$ cat src/rtl/video_int_gen.sv
// Raster interrupt generator: beam position compare, /INT pulse, ack, vector.
// Line interrupts are built only when VIDEO_LINE_INT_EN is defined.
module video_int_gen #(
  parameter int unsigned INT_LEN = 32
) (
  input  logic       clk,
  input  logic       res_n,
  input  logic       line_start,
  input  logic       frame_start,
  input  logic       hstep,
  input  logic [7:0] hint_beg,
  input  logic [8:0] vint_beg,
  input  logic [1:0] intmask,
  input  logic       int_ack,
  output logic       int_start,
  output logic       int_n,
  output logic [7:0] int_vec,
  output logic [1:0] int_pend
);

  localparam logic [7:0] LEN = 8'(INT_LEN);

  logic [7:0] hcnt;
  logic [8:0] vcnt;
  logic       fired;
  logic [1:0] pend;
  logic [7:0] tcnt;

  logic       hit;
  logic       frame_hit;
  logic [1:0] mask;
  logic [1:0] set;
  logic [1:0] nx;
  logic       ack_f;
  logic       ack_l;
  logic       rise;

`ifdef VIDEO_LINE_INT_EN
  assign mask = intmask;
`else
  logic unused_mask;
  assign unused_mask = intmask[1];
  assign mask = {1'b0, intmask[0]};
`endif

  // A frame set redirects a simultaneous ack to the line source.
  always_comb begin
    hit       = (hcnt == hint_beg) && !fired && !line_start;
    frame_hit = hit && (vcnt == vint_beg);
    set       = {hit & mask[1], frame_hit & mask[0]};
    ack_f     = int_ack & pend[0] & ~set[0];
    ack_l     = int_ack & (set[0] | (~pend[0] & ~set[1]));
    nx[0]     = ((pend[0] & ~ack_f) | set[0]) & mask[0];
    nx[1]     = ((pend[1] | set[1]) & ~ack_l) & mask[1];
    rise      = |(nx & ~pend);
  end

  always_ff @(posedge clk or negedge res_n) begin
    if (!res_n) begin
      hcnt      <= '0;
      vcnt      <= '0;
      fired     <= 1'b0;
      pend      <= '0;
      tcnt      <= '0;
      int_start <= 1'b0;
    end else begin
      if (line_start)
        hcnt <= '0;
      else if (hstep && hcnt != 8'hff)
        hcnt <= hcnt + 8'd1;

      if (frame_start)
        vcnt <= '0;
      else if (line_start && vcnt != 9'h1ff)
        vcnt <= vcnt + 9'd1;

      if (line_start)
        fired <= 1'b0;
      else if (hit)
        fired <= 1'b1;

      int_start <= frame_hit;

      if (rise) begin
        pend <= nx;
        tcnt <= LEN;
      end else if (tcnt != 8'd0 && |pend) begin
        tcnt <= tcnt - 8'd1;
        pend <= (tcnt == 8'd1) ? 2'b00 : nx;
      end else begin
        pend <= nx;
      end
    end
  end

  assign int_n    = ~|pend;
  assign int_pend = pend;

`ifdef VIDEO_LINE_INT_EN
  always_comb begin
    int_vec = 8'hff;
    if (!pend[0] && pend[1])
      int_vec = 8'hfd;
  end
`else
  assign int_vec = 8'hff;
`endif

endmodule
$ cat config.mk
export PLATFORM = sky130hd
export DESIGN_NAME = video_int_gen
export DESIGN_NICKNAME = d
export VERILOG_FILES = /design/src/rtl/video_int_gen.sv
export SDC_FILE = /design/constraint.sdc
export NUM_CORES = 1
export LEC_CHECK = 0
export BUFFER_PORTS_ARGS = -buffer_cell sky130_fd_sc_hd__buf_2
export CAP_MARGIN = 20
export CORE_ASPECT_RATIO = 2
export CORE_MARGIN = 5
export CORE_UTILIZATION = 54
export DETAILED_ROUTE_END_ITERATION = 12
export PLACE_DENSITY = 0.79
export SETUP_SLACK_MARGIN = 0.4
export SYNTH_ARGS = -nofsm -noshare
export SYNTH_HDL_FRONTEND = slang
export SYNTH_SLANG_ARGS = --single-unit
$ cat constraint.sdc
create_clock -name clk -period 2.55 [get_ports clk]
set_clock_uncertainty 0.05 [all_clocks]
set_input_delay 0.51 -clock clk [delete_from_list [all_inputs] [get_ports clk]]
set_output_delay 0.51 -clock clk [all_outputs]
set_load 0.03 [all_outputs]
==> results of run 1 <==
placed cells by master, fill, tap and decap left out, types with 2 or more instances in the layout:
| cell | Yosys | layout |
|---|---|---|
| buf_2 | 2 | 26 |
| nand3_1 | 6 | 6 |
| a21oi_1 | 9 | 9 |
| nor4_2 | 2 | 2 |
| nor4_4 | 3 | 3 |
| or3_1 | 3 | 3 |
| xor2_1 | 25 | 25 |
| inv_1 | 3 | 3 |
| nand2_1 | 13 | 13 |
| xnor2_1 | 4 | 4 |
| and3_1 | 2 | 2 |
| nor2b_1 | 3 | 3 |
| nand4_1 | 6 | 6 |
| nor2_1 | 25 | 25 |
| mux2i_1 | 4 | 4 |
| dfrtp_1 | 28 | 28 |
| nor3_1 | 7 | 7 |
| o21ai_1 | 2 | 2 |
| conb_1 | 2 | 9 |
| ha_1 | 6 | 6 |
| clkbuf_8 | 0 | 4 |
critical path: stages, from the launching register on:
cell and delay (ps):
dfrtp_1 440, ha_1 250, nand3_1 90, nor2_1 50, ha_1 180, nor2b_1 150
nand4_1 190, or3_1 350, a21oi_1 170
metal layers:
layer  vias up  global-route usage (%)  part of all wire [%]
met4         0                    7.44                   2.8
met1       625                    16.3                    39
li1        648                       -                     -
met2        34                    26.5                    52
met5         -                       0                     0
met3         7                    2.31                   5.8
cell type report:
| class | instances | share of cell area (%) |
|---|---|---|
| Clock buffer | 4 | 2.88 |
| Inverter | 3 | 0.588 |
| Multi-Input combinational cell | 143 | 50.7 |
| Sequential cell | 28 | 36.6 |
| Tap cell | 31 | 2.03 |
| Timing Repair Buffer | 27 | 7.19 |
power groups by stage:
stage,Sequential [µW],Clock (µW),Combinational [µW]
floorplan,466,0,74.0
global placement,469,0,97.5
detailed placement,469,0,99.1
CTS,460,283,99.6
global route,461,300,109
finish,460,275,98.2
per-stage QoR:
step | utilization (%) | hold WS [ps]
after floorplan | - | 164
after global placement | 58.9 | 454
after detailed placement | 58.9 | 467
after CTS | 60.6 | 210
after global routing | 60.6 | 230
final | 60.6 | 180
kinds of logic after synthesis:
group,after synthesis
XOR/XNOR,30
AND/OR/NAND/NOR,77
multiplexers,4
adder cells (fa/ha/maj),6
AO/OA/AOI/OAI,17
flip-flops,28
other,2
buffers and inverters,17
flip-flops by register name, indices dropped and copies added (netlist names):
| register | count |
|---|---|
| hcnt | 8 |
| vcnt | 9 |
| int_pend | 1 |
| fired | 1 |
| int_start | 1 |
| tcnt | 8 |
worst max path at each step:
stage               endpoint  cells after the start
floorplan            vcnt[7]                      9
global placement     vcnt[7]                      8
detailed placement   vcnt[7]                      8
CTS                  vcnt[7]                      8
global route         vcnt[7]                      8
finish               vcnt[7]                      8
==> results by group, run 1 <==
GRT
  • Grt total ovfl: 0
  • Vias in the first global route: 1318
  • Tot GR Track Use: 15.0%
  • Initial antenna violation count: 0
  • First-pass GRT wire length: 5510 µm
  • Largest net degree at the start of global routing: 29

CTS
  • Clock sink count: 28
  • Bufs on Longest Clock Path: 2
  • Resize count post-CTS: 0
  • Cts bufs inserted: 3
  • Clk_lat worst skew: 280 ps
  • # hold bufs at CTS: 0
  • Root buffer cell: clkbuf_8
  • # H-tree levels: 1
  • Total setup buffers inserted after CTS: 0
  • CTS tree: built
  • Clk pin slew, worst setup/hold paths: 90 ps

Synthesis
  • Yosys cell types: 38
  • Main combinational cell family by area after synthesis: simple AND/OR/NAND/NOR gates
  • Post-synth top area share: 40.0%
  • Synthesized netlist cell count: 181
  • Syn. warnings: 0
  • Number of flops mapped to enable cells by yosys: 0
  • Most common cell in the netlist: dfrtp_1
  • Synth Area in Compound Gates: 5.78%
  • Main flop type after synthesis: dfrtp_1
  • Commonest cells in the netlist: dfrtp_1, nor2_1, xor2_1, nand2_1
  • Asr flop ratio synth: 100%
  • Post-synth top area cell: dfrtp_1
  • Synthesized cell area: 1750 µm²
  • Post-Synth Simple-Gate Area: 25.7%
  • Seq/Total Area, Yosys: 40.0%
  • Xor-xnor portion of the synthesized cell area: 15.4%
  • Area contributors post-synth: dfrtp_1, xor2_1, nor2_1, ha_1, buf_4
  • Mux cell area share after synthesis: 2.28%
  • Yosys reg bits: 28
  • Adder-Cell Fraction of Synth Area: 4.28%
  • Avg Inst Size Synth: 9.68 µm²

Power and ir drop
  • NetSw: 209 µW
  • Power Internal: 624 µW
  • Pwr Total: 833 µW
  • Seq pwr share: 55.2%
  • Net Sw Frac: 25.1%
  • Clock Power Share: 33.0%
  • Leakage power figure: 0.000884 µW
  • Comb pwr share: 11.8%
  • Pwr Density: 435 nW/µm²
  • Worst IR Drop VDD: 0.425 mV

Timing
  • Final setup violation count: 0
  • RSZ-0062 raised after global routing: false
  • Relative slew slack: 58.9%
  • Setup TNS: 0 ps
  • Max Freq: 498 MHz
  • Period utilization: 78.8%
  • Final hold vios: 0
  • Final worst slack: 542 ps
  • Min cycle time layout: 2010 ps
  • Fin. max-slew vios: 0
  • Worst-Margin Slew: 617 ps

Job
  • Maxcap violations: 0

Worst setup path
  • CP startpoint kind: flop
  • FF-to-FF End: vcnt[7]
  • CP required: 2700 ps
  • Reg2reg start: vcnt[0]
  • R2r setup slk: 540 ps
  • CP Capture Type: flop
  • Crit path DAT: 2160 ps
  • Worst Path Max Fanout: 4
  • R2R cell count: 8
  • Worst Setup SP: vcnt[0]
  • CP Class: reg2reg

Floorplanning
  • Initial Util: 55.5%
  • Die footprint: 4550 µm²
  • Total I/O pin count: 37
  • Core region area: 3160 µm²
  • Die Wd: 50.3 µm
  • Row Count: 29
  • Die H: 90.6 µm

Layout
  • Fill cells: 286
  • Share of cells above drive strength 1: 20.0%
  • Layout area overhead: 9.21%
  • Multi-input logic area: 971 µm²
  • FF/Latch Area: 701 µm²
  • Post-route cell area: 1910 µm²
  • Nets@finish: 237
  • N_diodes: 0
  • Final Non-Filler Cells: 236

Drt
  • Wire length per cell: 13.2 µm
  • Vias/cell: 5.57
  • Pre-antenna DRT Iters: 4
  • Vias: 1314
  • Final ANT Viol Nets: 0
  • Routed WL: 3120 µm
  • Number of DRC markers in iteration 0: 34
  • DRC errors left: 0

Place
  • Inst Count DP: 232
  • IO Port Bufs: 26
  • DP Wirelength: 2430 µm
  • Pre-CTS setup slack: 574 ps
  • GPL Wtd Cong: 0.819
  • Area post-placement: 1860 µm²

Hold path
  • Hold Crit Class: in2async

Status
  • Status: completed
Note: power is estimated with default switching activity, not from simulation.
==> run 2, diff against run 1 <==
- CORE_UTILIZATION: 54 -> 49
- PLACE_DENSITY: 0.79 -> 0.76
- clock period: 2.55 -> 1.65 ns (I/O delays scaled with it)
==> run 2 against run 1 <==
The run now ends with hold timing, setup timing left. Hold slack got worse by 190 ps. Wire length rose by 22%. Global-route usage up 1.7 points. Total power rose by 56%. Via count increased by 10%. Setup slack got worse by 680 ps. Count of clock-buffer cells in the layout is the same. First-iteration DRC count down 71%. Critical path type unchanged.
==> results by group, run 2 (synthesis results as in run 1) <==
Place
  • DP Wirelength: 2840 µm (+17%)
  • IO Port Bufs: 26 (unchanged)
  • Area post-placement: 2130 µm² (+14%)
  • Pre-CTS setup slack: -133 ps (-707 ps)
  • GPL Wtd Cong: 0.816 (-0.39%)

Layout
  • Layout area overhead: 37.4%
  • Post-route cell area: 2410 µm² (+26%)
  • Commonest non-fill, non-tap cell in the layout: buf_4
  • Most flop-heavy register: vcnt
  • N_diodes: 0 (unchanged)
  • Post-layout util: 70.5% (+9.9 points)
  • Nets@finish: 274 (+16%)
  • Max reg flops: 9 (unchanged)
  • Fill cells: 249 (-13%)
  • Biggest registers after layout: vcnt x9, hcnt x8, tcnt x8
  • Share of cells above drive strength 1: 42.6% (+23 points)
  • Most frequent cells in the layout: buf_4, dfrtp_1, xor2_1, nor2_1, buf_2

Timing
  • Fin Hold WS: -10.3 ps (-191 ps)
  • Final hold vios: 28 (+28)
  • Final worst slack: -136 ps (-678 ps)
  • Max Freq: 560 MHz (+12%)
  • Fin. max-slew vios: 0 (unchanged)
  • RSZ-0062 raised after global routing: true
  • Min cycle time layout: 1790 ps (-222 ps)
  • Final setup violation count: 17 (+17)
  • Period utilization: 108% (+29 points)

Drt
  • Number of DRC markers in iteration 0: 10 (-71%)
  • Vias: 1445 (+10%)
  • DRC errors left: 0 (unchanged)
  • Pre-antenna DRT Iters: 4 (unchanged)
  • Vias/cell: 4.98 (-11%)
  • Routed WL: 3820 µm (+22%)
  • Final ANT Viol Nets: 0 (unchanged)
  • Wire length per cell: 13.2 µm (-0.41%)

GRT
  • Initial antenna violation count: 0 (unchanged)
  • Largest net degree at the start of global routing: 29 (unchanged)
  • Vias in the first global route: 1465 (+11%)
  • Tot GR Track Use: 16.7% (+1.7 points)
  • Grt total ovfl: 0 (unchanged)
  • First-pass GRT wire length: 6230 µm (+13%)

Job
  • Maxcap violations: 0 (unchanged)

Worst setup path
  • Worst Path Max Fanout: 3 (-1)
  • CP required: 1810 ps (-890 ps)
  • CP startpoint kind: flop
  • CP Class: reg2reg
  • Crit path DAT: 1950 ps (-210 ps)
  • CP Capture Type: flop

CTS
  • Clock sink count: 28 (unchanged)
  • # H-tree levels: 1 (unchanged)
  • CTS tree: built
  • Bufs on Longest Clock Path: 2 (unchanged)
  • Cts bufs inserted: 3 (unchanged)
  • Clk_lat worst skew: 270 ps (about the same)
  • Root buffer cell: clkbuf_8
  • Clk pin slew, worst setup/hold paths: 90 ps (about the same)

Power and ir drop
  • Pwr Density: 538 nW/µm² (+24%)
  • Worst IR Drop VDD: 0.893 mV (+110%)
  • Leakage power figure: 0.00110 µW (+25%)
  • Pwr Total: 1300 µW (+56%)

Floorplanning
  • Core region area: 3420 µm² (+8.2%)
  • Die H: 94.6 µm (+4.4%)
  • Total I/O pin count: 37 (unchanged)
  • Initial Util: 51.3% (-4.2 points)
  • Die footprint: 4950 µm² (+8.6%)
  • Row Count: 30 (+3.4%)
  • Die Wd: 52.3 µm (+4.0%)

Status
  • Failing checks: hold timing, setup timing
  • Status: finished with violations

Hold path
  • Hold Crit Class: in2async
## run 2: final timing paths
path / from / endpoint / slack (ps) / depth (start not counted)
setup / recovery: vcnt[0] / vcnt[7] / -140 / 8
hold / removal: res_n / tcnt[1] / -10 / 2
setup reg to reg: vcnt[0] / vcnt[7] / -140 / 8
hold reg to reg: tcnt[7] / tcnt[7] / 520 / 2
max in group asynchronous: res_n / int_pend[0] / 1280 / 2
min in group clk: intmask[0] / int_pend[0] / 240 / 2
## run 2: metrics by stage
step           cells  setup TNS, ps
2_1_floorplan    188           -344
3_3_place_gp     274           -699
3_5_place_dp     274           -955
4_1_cts          287           -638
5_1_grt          290          -2580
6_report         290           -749
## run 2: repair_timing
| item | in CTS | in global routing |
|---|---|---|
| pin swaps | 21 | 12 |
| buffers inserted | 9 | 3 |
| hold buffers | 0 | 0 |
| gates resized for setup | 25 | 8 |
| endpoints found under the hold margin | 0 | 0 |
| endpoints found under the setup margin | 29 | 30 |
## run 2: final cells by class
cell class / count / area [µm²] / share of cell area, %
sequential: 28 / 702 / 29.1
inverter: 3 / 15.0 / 0.623
tap: 48 / 60.1 / 2.49
timing repair buffer: 64 / 462 / 19.2
multi-input combinational: 143 / 1120 / 46.7
clock buffer: 4 / 45.0 / 1.87
## run 2: routing by layer
metal | up-vias | GRT usage (%) | routed length (µm)
met5 | - | 0 | 0
met1 | 698 | 17.9 | 1410
met3 | 4 | 2.21 | 152
met2 | 25 | 31.6 | 2200
li1 | 718 | - | -
met4 | 0 | 5.76 | 54
## run 2: report_power, final
group	internal (µW)	switching, µW	leakage, µW
logic	88.1	124	0.000737
clock network	173	206	0.0000228
registers	696	8.43	0.000345
## run 2: worst max-delay path, stage by stage (launching register included)
cell and delay, ps:
dfrtp_1 420, ha_2 190, nand3_2 80, nor2_2 40, ha_2 180, nor2b_4 130
nand4_1 150, or3_1 340, a21oi_1 140
==> run 3, diff against run 2 <==
- ABC_AREA: unset -> 1
- CORE_UTILIZATION: 49 -> 50
- HOLD_SLACK_MARGIN: unset -> 0.06
==> run 3 against run 2 <==
Critical path type unchanged. The run ends with setup timing left. Setup slack got worse by 160 ps. Largest cell class unchanged. Register-to-register slack got worse by 160 ps. Hold slack gained 240 ps. Core utilization increased by 4.5 points. Fmax fell by 8.0%. Synthesized cell count grew 54%. Non-clock buffer count grew 10. Critical path depth grew 4. Largest power group unchanged. First-iteration DRC count grew to 3.3 times the previous value. Global-route usage is 4.8 points higher. Final cell count rose by 39%. Combinational power up 70%.
==> results by group, run 3 <==
Status
  • Status: finished with violations
  • Failing checks: setup timing

Layout
  • Most flop-heavy register: vcnt
  • Post-layout util: 75.1% (+4.5 points)
  • Share of cells above drive strength 1: 42.5% (-0.069 points)
  • Layout area overhead: 44.0%
  • Final Non-Filler Cells: 402 (+39%)
  • Max reg flops: 9 (unchanged)
  • Most frequent cells in the layout: nand2_1, inv_1, buf_4
  • N_diodes: 0 (unchanged)
  • Commonest non-fill, non-tap cell in the layout: nand2_1
  • Nets@finish: 385 (+41%)
  • Biggest registers after layout: vcnt x9, hcnt x8, tcnt x8

Place
  • GPL Wtd Cong: 0.874 (+7.1%)
  • DP Wirelength: 3470 µm (+22%)
  • Inst Count DP: 370 (+35%)
  • IO Port Bufs: 26 (unchanged)

CTS
  • Cts bufs inserted: 3 (unchanged)
  • Clk pin slew, worst setup/hold paths: 100 ps (about the same)
  • Clock sink count: 28 (unchanged)
  • Root buffer cell: clkbuf_8
  • Clk_lat worst skew: 280 ps (about the same)
  • Bufs on Longest Clock Path: 2 (unchanged)
  • # H-tree levels: 1 (unchanged)
  • CTS tree: built

Synthesis
  • Avg Inst Size Synth: 6.84 µm² (-29%)
  • Number of flops mapped to enable cells by yosys: 0 (unchanged)
  • Syn. warnings: 0 (unchanged)
  • Asr flop ratio synth: 100% (unchanged)
  • Most common cell in the netlist: nand2_1
  • Post-synth top area cell: dfrtp_1
  • Yosys cell types: 26 (-32%)
  • Xor-xnor portion of the synthesized cell area: 3.69% (-12 points)
  • Synthesized netlist cell count: 278 (+54%)
  • Main flop type after synthesis: dfrtp_1
  • Commonest cells in the netlist: nand2_1, inv_1, nor2_1, dfrtp_1, nand3_1
  • Adder-Cell Fraction of Synth Area: 3.95% (-0.33 points)
  • Post-synth top area share: 36.9% (-3.1 points)
  • Seq/Total Area, Yosys: 36.9% (-3.1 points)
  • Mux cell area share after synthesis: 0% (-2.3 points)
  • Area contributors post-synth: dfrtp_1, nand2_1, inv_1, nor2_1, nand3_1
  • Synth Area in Compound Gates: 8.56% (+2.8 points)
  • Yosys reg bits: 28 (unchanged)
  • Post-Synth Simple-Gate Area: 31.9% (+6.2 points)
  • Synthesized cell area: 1900 µm² (+8.4%)
  • Main combinational cell family by area after synthesis: simple AND/OR/NAND/NOR gates

Power and ir drop
  • Pwr Density: 546 nW/µm² (+1.6%)
  • Worst IR Drop VDD: 0.706 mV (-21%)
  • Leakage power figure: 0.00142 µW (+29%)

Drt
  • Wire length per cell: 14.5 µm (+10%)
  • Routed WL: 5830 µm (+53%)
  • DRC errors left: 0 (unchanged)
  • Vias/cell: 5.14 (+3.1%)
  • Vias: 2066 (+43%)
  • Final ANT Viol Nets: 0 (unchanged)
  • Pre-antenna DRT Iters: 4 (unchanged)
  • Number of DRC markers in iteration 0: 33 (+23)

GRT
  • Initial antenna violation count: 0 (unchanged)
  • Grt total ovfl: 0 (unchanged)
  • Tot GR Track Use: 21.4% (+4.8 points)
  • First-pass GRT wire length: 8560 µm (+37%)
  • Largest net degree at the start of global routing: 24 (-17%)
  • Vias in the first global route: 2045 (+40%)

Floorplanning
  • Die H: 97.2 µm (+2.8%)
  • Die footprint: 5210 µm² (+5.3%)
  • Initial Util: 52.1% (+0.81 points)
  • Total I/O pin count: 37 (unchanged)
  • Die Wd: 53.6 µm (+2.5%)
  • Row Count: 31 (+3.3%)
  • Core region area: 3650 µm² (+6.7%)

Job
  • Maxcap violations: 0 (unchanged)

Timing
  • Fin. max-slew vios: 0 (unchanged)
  • RSZ-0062 raised after global routing: true
  • Min cycle time layout: 1940 ps (+156 ps)
  • Period utilization: 118% (+9.4 points)
  • Final hold vios: 0 (-100%)
  • Max Freq: 515 MHz (-8.0%)
  • Final setup violation count: 19 (+2)
  • Final worst slack: -292 ps (-156 ps)

Worst setup path
  • Crit path DAT: 2100 ps (+150 ps)
  • Worst Path Max Fanout: 5 (+2)
  • CP required: 1810 ps (about the same)
  • CP Capture Type: flop
  • CP startpoint kind: flop
  • CP Class: reg2reg
  • R2R cell count: 12 (+4)

Hold path
  • Hold Crit Class: in2reg
  • Worst hold stages: 2
-- run 3: worst max-delay path, cell delays in order (launching register included) --
cell and delay (ps):
dfrtp_1 440, ha_4 200, nand2_4 70, nor2_2 40
nand3_2 70, nor2_2 50, ha_2 160, or2_4 270
nor2_4 130, nand2_2 90, o21bai_4 120, o21ai_2 70
nor2_1 120
-- run 3: metrics by stage --
stage	hold slack [ps]	area, µm²	setup TNS, ps	total power (µW)	setup slack (ps)
6_report	225	2740	-4260	1500	-292
4_1_cts	211	2500	-1540	1440	-167
3_3_place_gp	108	2240	-1240	989	-184
5_1_grt	216	2740	-5820	1570	-394
2_1_floorplan	-15.6	1980	-817	917	-190
3_5_place_dp	114	2240	-1770	996	-242
-- run 3: power by group --
part	internal, µW	leakage, µW	switching [µW]
clock network	174	0.0000228	223
registers	710	0.000364	27.0
logic	153	0.00103	208
total	1040	0.00142	459
-- run 3: path summary, 6_finish.rpt --
kind	end	slack [ps]	startpoint
max	vcnt[6]	-290	vcnt[0]
min	vcnt[8]	220	frame_start
max reg2reg	vcnt[6]	-290	vcnt[0]
min reg2reg	tcnt[5]	470	tcnt[5]
max in group asynchronous	hcnt[2]	650	res_n
min in group asynchronous	tcnt[1]	340	res_n
-- run 3: cell families (layout without fill, tap and decap cells) --
logic type / after synthesis / in the layout
adders and majority gates: 6 / 6
AOI/OAI and AO/OA: 30 / 30
and+or+nand+nor: 141 / 142
xor gates and xnor gates: 8 / 8
DFF: 28 / 28
buffers and inverters: 63 / 130
other: 2 / 9
-- run 3: metal layers --
metal / global-route usage [%] / part of all wire (%)
met1: 22.7 / 34
met2: 38.8 / 56
met3: 2.61 / 4.8
met4: 10.4 / 5.0
met5: 0 / 0
-- run 3: layout make-up --
class                   count  area, µm²
repair buffers             74        539
fillers                   291        910
multi-input cells         195       1180
clock buffers               4       45.0
flip-flops and latches     28        703
inverters                  52        203
well taps                  49       61.3
-- run 3: timing repair --
action                                  4_1_cts  5_1_grt
buffers inserted                             15       11
hold endpoints to repair                      5        0
gates resized for setup                      30       47
hold buffers                                  1        0
pin swaps                                    18       30
gates cloned                                  1        0
endpoints found under the setup margin       30       30
